**src/rtl/regfile_pkg.sv**
```systemverilog
// Shared defaults for the multi-port register file and its scoreboard.
// Build option: define REGFILE_BYPASS_EN for write-through forwarding to the read ports.
package regfile_pkg;

    localparam int REGFILE_DATA_W    = 32;
    localparam int REGFILE_ADDR_W    = 5;
    localparam int REGFILE_NUM_RD    = 2;
    localparam int REGFILE_NUM_WR    = 2;
    localparam int REGFILE_ZERO_ADDR = 0;

endpackage

```
**src/rtl/regfile_scoreboard.sv**
```systemverilog
// Per-register pending-write bits: writeback releases, dispatch reserves (reserve wins),
// and a sticky flag records a reservation of a register that was already outstanding.
module regfile_scoreboard
    import regfile_pkg::*;
#(
    parameter int ADDR_W = REGFILE_ADDR_W,
    parameter int NUM_WR = REGFILE_NUM_WR
) (
    input  logic                     clk_i,
    input  logic                     rst_i,
    input  logic [NUM_WR-1:0]        wr_en_i,
    input  logic [NUM_WR*ADDR_W-1:0] wr_addr_i,
    input  logic                     rsv_en_i,
    input  logic [ADDR_W-1:0]        rsv_addr_i,
    output logic [(1<<ADDR_W)-1:0]   busy_o,
    output logic                     err_o
);

    localparam int DEPTH = 1 << ADDR_W;
    localparam logic [ADDR_W-1:0] ZERO = ADDR_W'(REGFILE_ZERO_ADDR);

    logic [DEPTH-1:0] busy_q, busy_d;
    logic             err_q, err_d;
    logic             rsv_valid;

    assign rsv_valid = rsv_en_i && (rsv_addr_i != ZERO);

    always_comb begin
        busy_d = busy_q;
        for (int w = 0; w < NUM_WR; w++) begin
            if (wr_en_i[w] && (wr_addr_i[w*ADDR_W +: ADDR_W] != ZERO)) begin
                busy_d[wr_addr_i[w*ADDR_W +: ADDR_W]] = 1'b0;
            end
        end
        // Applied after the releases so a same-cycle reserve leaves the new producer outstanding.
        if (rsv_valid) begin
            busy_d[rsv_addr_i] = 1'b1;
        end
        err_d = err_q | (rsv_valid && busy_q[rsv_addr_i]);
    end

    always_ff @(posedge clk_i or posedge rst_i) begin
        if (rst_i) begin
            busy_q <= '0;
            err_q  <= 1'b0;
        end else begin
            busy_q <= busy_d;
            err_q  <= err_d;
        end
    end

    assign busy_o = busy_q;
    assign err_o  = err_q;

endmodule

```
**src/rtl/regfile_mp.sv**
```systemverilog
// Multi-port register file with r0 hardwired to zero and a pending-write scoreboard.
// Build option: REGFILE_BYPASS_EN forwards same-cycle writes to reads and masks busy.
module regfile_mp
    import regfile_pkg::*;
#(
    parameter int DATA_W = REGFILE_DATA_W,
    parameter int ADDR_W = REGFILE_ADDR_W,
    parameter int NUM_RD = REGFILE_NUM_RD,
    parameter int NUM_WR = REGFILE_NUM_WR
) (
    input  logic                     clk_i,
    input  logic                     rst_i,
    input  logic [NUM_RD*ADDR_W-1:0] rd_addr_i,
    output logic [NUM_RD*DATA_W-1:0] rd_data_o,
    output logic [NUM_RD-1:0]        rd_busy_o,
    input  logic [NUM_WR-1:0]        wr_en_i,
    input  logic [NUM_WR*ADDR_W-1:0] wr_addr_i,
    input  logic [NUM_WR*DATA_W-1:0] wr_data_i,
    input  logic                     rsv_en_i,
    input  logic [ADDR_W-1:0]        rsv_addr_i,
    output logic                     err_o
);

    localparam int DEPTH = 1 << ADDR_W;
    localparam logic [ADDR_W-1:0] ZERO = ADDR_W'(REGFILE_ZERO_ADDR);

    logic [DATA_W-1:0] mem_q [DEPTH];
    logic [DATA_W-1:0] mem_d [DEPTH];
    logic [DEPTH-1:0]  busy;

    regfile_scoreboard #(
        .ADDR_W (ADDR_W),
        .NUM_WR (NUM_WR)
    ) u_scoreboard (
        .clk_i      (clk_i),
        .rst_i      (rst_i),
        .wr_en_i    (wr_en_i),
        .wr_addr_i  (wr_addr_i),
        .rsv_en_i   (rsv_en_i),
        .rsv_addr_i (rsv_addr_i),
        .busy_o     (busy),
        .err_o      (err_o)
    );

    // Ports are applied in ascending order so the highest-index port wins a collision.
    always_comb begin
        mem_d = mem_q;
        for (int w = 0; w < NUM_WR; w++) begin
            if (wr_en_i[w] && (wr_addr_i[w*ADDR_W +: ADDR_W] != ZERO)) begin
                mem_d[wr_addr_i[w*ADDR_W +: ADDR_W]] = wr_data_i[w*DATA_W +: DATA_W];
            end
        end
    end

    always_ff @(posedge clk_i or posedge rst_i) begin
        if (rst_i) begin
            for (int i = 0; i < DEPTH; i++) begin
                mem_q[i] <= '0;
            end
        end else begin
            mem_q <= mem_d;
        end
    end

    always_comb begin
        rd_data_o = '0;
        rd_busy_o = '0;
        for (int p = 0; p < NUM_RD; p++) begin
            rd_data_o[p*DATA_W +: DATA_W] = mem_q[rd_addr_i[p*ADDR_W +: ADDR_W]];
            rd_busy_o[p]                  = busy[rd_addr_i[p*ADDR_W +: ADDR_W]];
`ifdef REGFILE_BYPASS_EN
            for (int w = 0; w < NUM_WR; w++) begin
                if (wr_en_i[w] && (wr_addr_i[w*ADDR_W +: ADDR_W] != ZERO) &&
                    (wr_addr_i[w*ADDR_W +: ADDR_W] == rd_addr_i[p*ADDR_W +: ADDR_W])) begin
                    rd_data_o[p*DATA_W +: DATA_W] = wr_data_i[w*DATA_W +: DATA_W];
                    rd_busy_o[p]                  = 1'b0;
                end
            end
`endif
        end
        // Forwarded write data must not leak out while reset is held.
        if (rst_i) begin
            rd_data_o = '0;
            rd_busy_o = '0;
        end
    end

endmodule
```
**config.mk**
```make
export PLATFORM = sky130hd
export DESIGN_NAME = regfile_mp
export DESIGN_NICKNAME = d
export VERILOG_FILES = /design/src/rtl/regfile_pkg.sv /design/src/rtl/regfile_scoreboard.sv /design/src/rtl/regfile_mp.sv
export SDC_FILE = /design/constraint.sdc
export NUM_CORES = 2
export LEC_CHECK = 0
export CAP_MARGIN = 15
export CORE_MARGIN = 8
export CORE_UTILIZATION = 30
export DETAILED_ROUTE_END_ITERATION = 10
export GPL_ROUTABILITY_DRIVEN = 0
export SETUP_SLACK_MARGIN = 0.3
export SYNTH_ARGS = -nofsm -noshare
export SYNTH_HDL_FRONTEND = slang
export SYNTH_SLANG_ARGS = --single-unit
```
**constraint.sdc**
```tcl
create_clock -name clk_i -period 42.1 [get_ports clk_i]
set_clock_uncertainty 0.1 [all_clocks]
set_input_delay 4.21 -clock clk_i [delete_from_list [all_inputs] [get_ports clk_i]]
set_output_delay 4.21 -clock clk_i [all_outputs]
set_load 0.1 [all_outputs]
```
==> results.json <==
{
  "status": "finished clean",
  "powerDensity_nw_per_um2": 47.3,
  "crit_buf_inv": 6,
  "worst_pin_slew_ns": 1.39,
  "htree_num_levels": 3,
  "cap_violations": 0,
  "synthArstFlopShare": 1.00,
  "ys_warn_count": 0,
  "grtUsageMet1": 0.281,
  "met3_usage": 0.0644,
  "nNetsFinal": 5846,
  "syn_to_final_growth_pct": 12.1,
  "busiest_layer": "met2",
  "synth_top_family_by_area": "multiplexers",
  "insertion_delay_ns": 0.76,
  "endpoint_kind": "primary output",
  "drtAntennaViolNets": 0,
  "yosys.area_share.simple": 0.0856,
  "cts_buffers": 118,
  "ios": 161,
  "muxShareOfSynthArea": 0.346,
  "grt_max_degree": 157,
  "final.min_clock_period_ns": 14.60,
  "slew_viol_final": 0,
  "final_cell_mix": "1,057 x dfrtp_1, 873 x mux2i_1, 575 x mux4_2",
  "slowest_delay_ns": 1.16,
  "required_ns": 37.79,
  "yosysTopAreaCellShare": 0.403,
  "grt_pass1_wl_mm": 390,
  "gr-usage-met2": 0.345,
  "synthesis.nets": 6141,
  "cts_setup_buffers": 0,
  "synth.distinct_cells": 48,
  "timing_hold_violations_final": 0,
  "placed_area_um2": 69300,
  "path_clk_slew_ns": 0.06,
  "layout_commonest_cell": "dfrtp_1",
  "synth_fa_ha_area_frac": 0,
  "cp_max_fo": 81,
  "die_h_um": 484,
  "clock-root-buffer": "clkbuf_16",
  "place_ws_ns": 27.42,
  "grt-ovfl-total": 0,
  "synth.avg_cell_area_um2": 10.9,
  "fin_ws_ns": 27.50,
  "core_um2": 217000,
  "postCtsHoldBufs": 0,
  "slowest_stage": "clkdlybuf4s50_1",
  "synth.top_cells.by_area": "dfrtp_1 40%, mux4_2 20%, mux2i_1 13%",
  "finish.utilization": 0.339,
  "initial_utilization": 0.302,
  "cp_cell_sequence": "buf_8 > buf_4 > buf_12 > buf_4 > mux4_2 > nor2b_1 > a211oi_1 > a2111oi_2 > buf_4 > clkdlybuf4s50_1",
  "p_leak_nw": 30.3,
  "stdcell_area_um2": 73600,
  "synth_compound_area_frac": 0.114,
  "die_area_um2": 234000,
  "io_buffer_count": 160,
  "drive_gt1_frac": 0.195,
  "cts_tree": "built",
  "drt-wirelength-per-cell_um": 31.8,
  "cts_buffer_depth": 3,
  "slew_headroom": 0.0719,
  "rsz0062_at_grt": "no",
  "first_pass_iters": 7,
  "synth_xor_xnor_area_share": 0,
  "setup_viol": 0,
  "place_hpwl_mm": 160,
  "fmax_mhz": 68.5,
  "hold_class": "reg -> reg",
  "crit_top_cell": "buf_4",
  "critPathKind": "in -> out",
  "routed_via_density": 6.04,
  "die_w_um": 484,
  "cts_num_sinks": 1057,
  "track_usage": 0.227,
  "seq_area_frac_synth": 0.403,
  "start_kind": "input port",
  "vdd_ir_drop_max_v": 0.0000376,
  "antenna_found_initial": 35,
  "setup_tns_ns": 0,
  "arrival_ns": 10.29,
  "syn_area_um2": 65600,
  "grt_pass1_vias": 51100,
  "synthFlopType": "dfrtp_1",
  "drt_iter0_drc": 7034,
  "rows": 171,
  "cts-resized-gates": 0,
  "fillers": 21400,
  "ys_seq_elements": 1057,
  "wirelength_mm": 278,
  "vias": 52600,
  "synth_edf_count": 0,
  "drc": 0,
  "cpLargestDelayFamily": "buffers and inverters",
  "synth_top_area_cell": "dfrtp_1",
  "postSynthCellCount": 6047,
  "post-route-period-util": 0.347
}
==> sequential cells by signal (all words and copies together) (netlist names) <==
register	count
u_scoreboard.err_o	1
mem_q	1024
u_scoreboard.busy_o	32
==> logic make-up after synthesis <==
kind of cell | Yosys count
multiplexers | 1537
AND/OR/NAND/NOR | 1373
AO/OA/AOI/OAI | 1309
flip-flops | 1057
buffers and inverters | 771
==> metal layers <==
layer | part of all wire | vias to the layer above | wire [um]
met3 | 0.12 | 983 | 32800
li1 | - | 21600 | -
met4 | 0.075 | 30 | 20800
met1 | 0.37 | 26400 | 102000
met2 | 0.44 | 3588 | 122000
met5 | 0.00077 | - | 214
==> synth_stat cells (4+ instances only) <==
cell / count
and3_1: 6
nor2_1: 576
buf_1: 46
nor2b_1: 80
mux4_2: 575
a211oi_1: 66
mux2_2: 89
nor3_2: 4
nor3_1: 50
a32oi_1: 53
nand2_1: 603
a2111oi_0: 24
o21ai_1: 25
inv_1: 8
a2bb2oi_1: 59
buf_2: 119
nand3_1: 9
dfrtp_1: 1057
a32o_1: 13
o21ai_0: 434
mux2i_1: 873
a21oi_1: 524
o22ai_1: 66
clkbuf_1: 530
a31oi_1: 32
buf_6: 35
and2_1: 9
buf_4: 32
a22o_1: 7
nand4_1: 4
nand2b_1: 8
==> metrics by stage <==
stage                     hold slack, ns  std cells  total power [mW]
after floorplan                    0.341       6047              2.16
after detailed placement           0.283       8472              2.42
after CTS                          0.297       8682              3.47
after global placement             0.277       8472              2.37
after global routing               0.310       8702              3.62
final                              0.298       8720              3.48
==> final cells by class <==
| type | instances | area, um^2 | area share |
|---|---|---|---|
| Sequential cell | 1057 | 26500 | 0.359 |
| Multi-Input combinational cell | 4219 | 36300 | 0.493 |
| Timing Repair Buffer | 348 | 3300 | 0.0449 |
| Tap cell | 2854 | 3570 | 0.0485 |
| Clock buffer | 175 | 3510 | 0.0477 |
| Antenna cell | 24 | 60.1 | 0.000816 |
| Clock inverter | 35 | 359 | 0.00488 |
| Inverter | 8 | 37.5 | 0.000510 |
==> worst paths after layout <==
kind / startpoint / endpoint / slack, ns / cells past startpoint
worst min register to register: mem_q[1015] / mem_q[1015] / 0.30 / 0
worst max register to register: u_scoreboard.busy_o[0] / u_scoreboard.err_o / 40.21 / 5
worst min-delay path: mem_q[1015] / mem_q[1015] / 0.30 / 0
max in group asynchronous: rst_i / u_scoreboard.busy_o[7] / 34.72 / 5
min in group asynchronous: rst_i / mem_q[661] / 3.97 / 2
worst max-delay path: rd_addr_i[0] / rd_data_o[4] / 27.50 / 10
==> power breakdown <==
part / total [mW] / leakage (nW) / switching (mW) / internal [mW]
logic: 0.936 / 15.5 / 0.447 / 0.489
clock network: 1.06 / 1.92 / 0.452 / 0.608
registers: 1.48 / 12.9 / 0.205 / 1.28
total: 3.48 / 30.3 / 1.10 / 2.37
(Power assumes the default switching activity.)
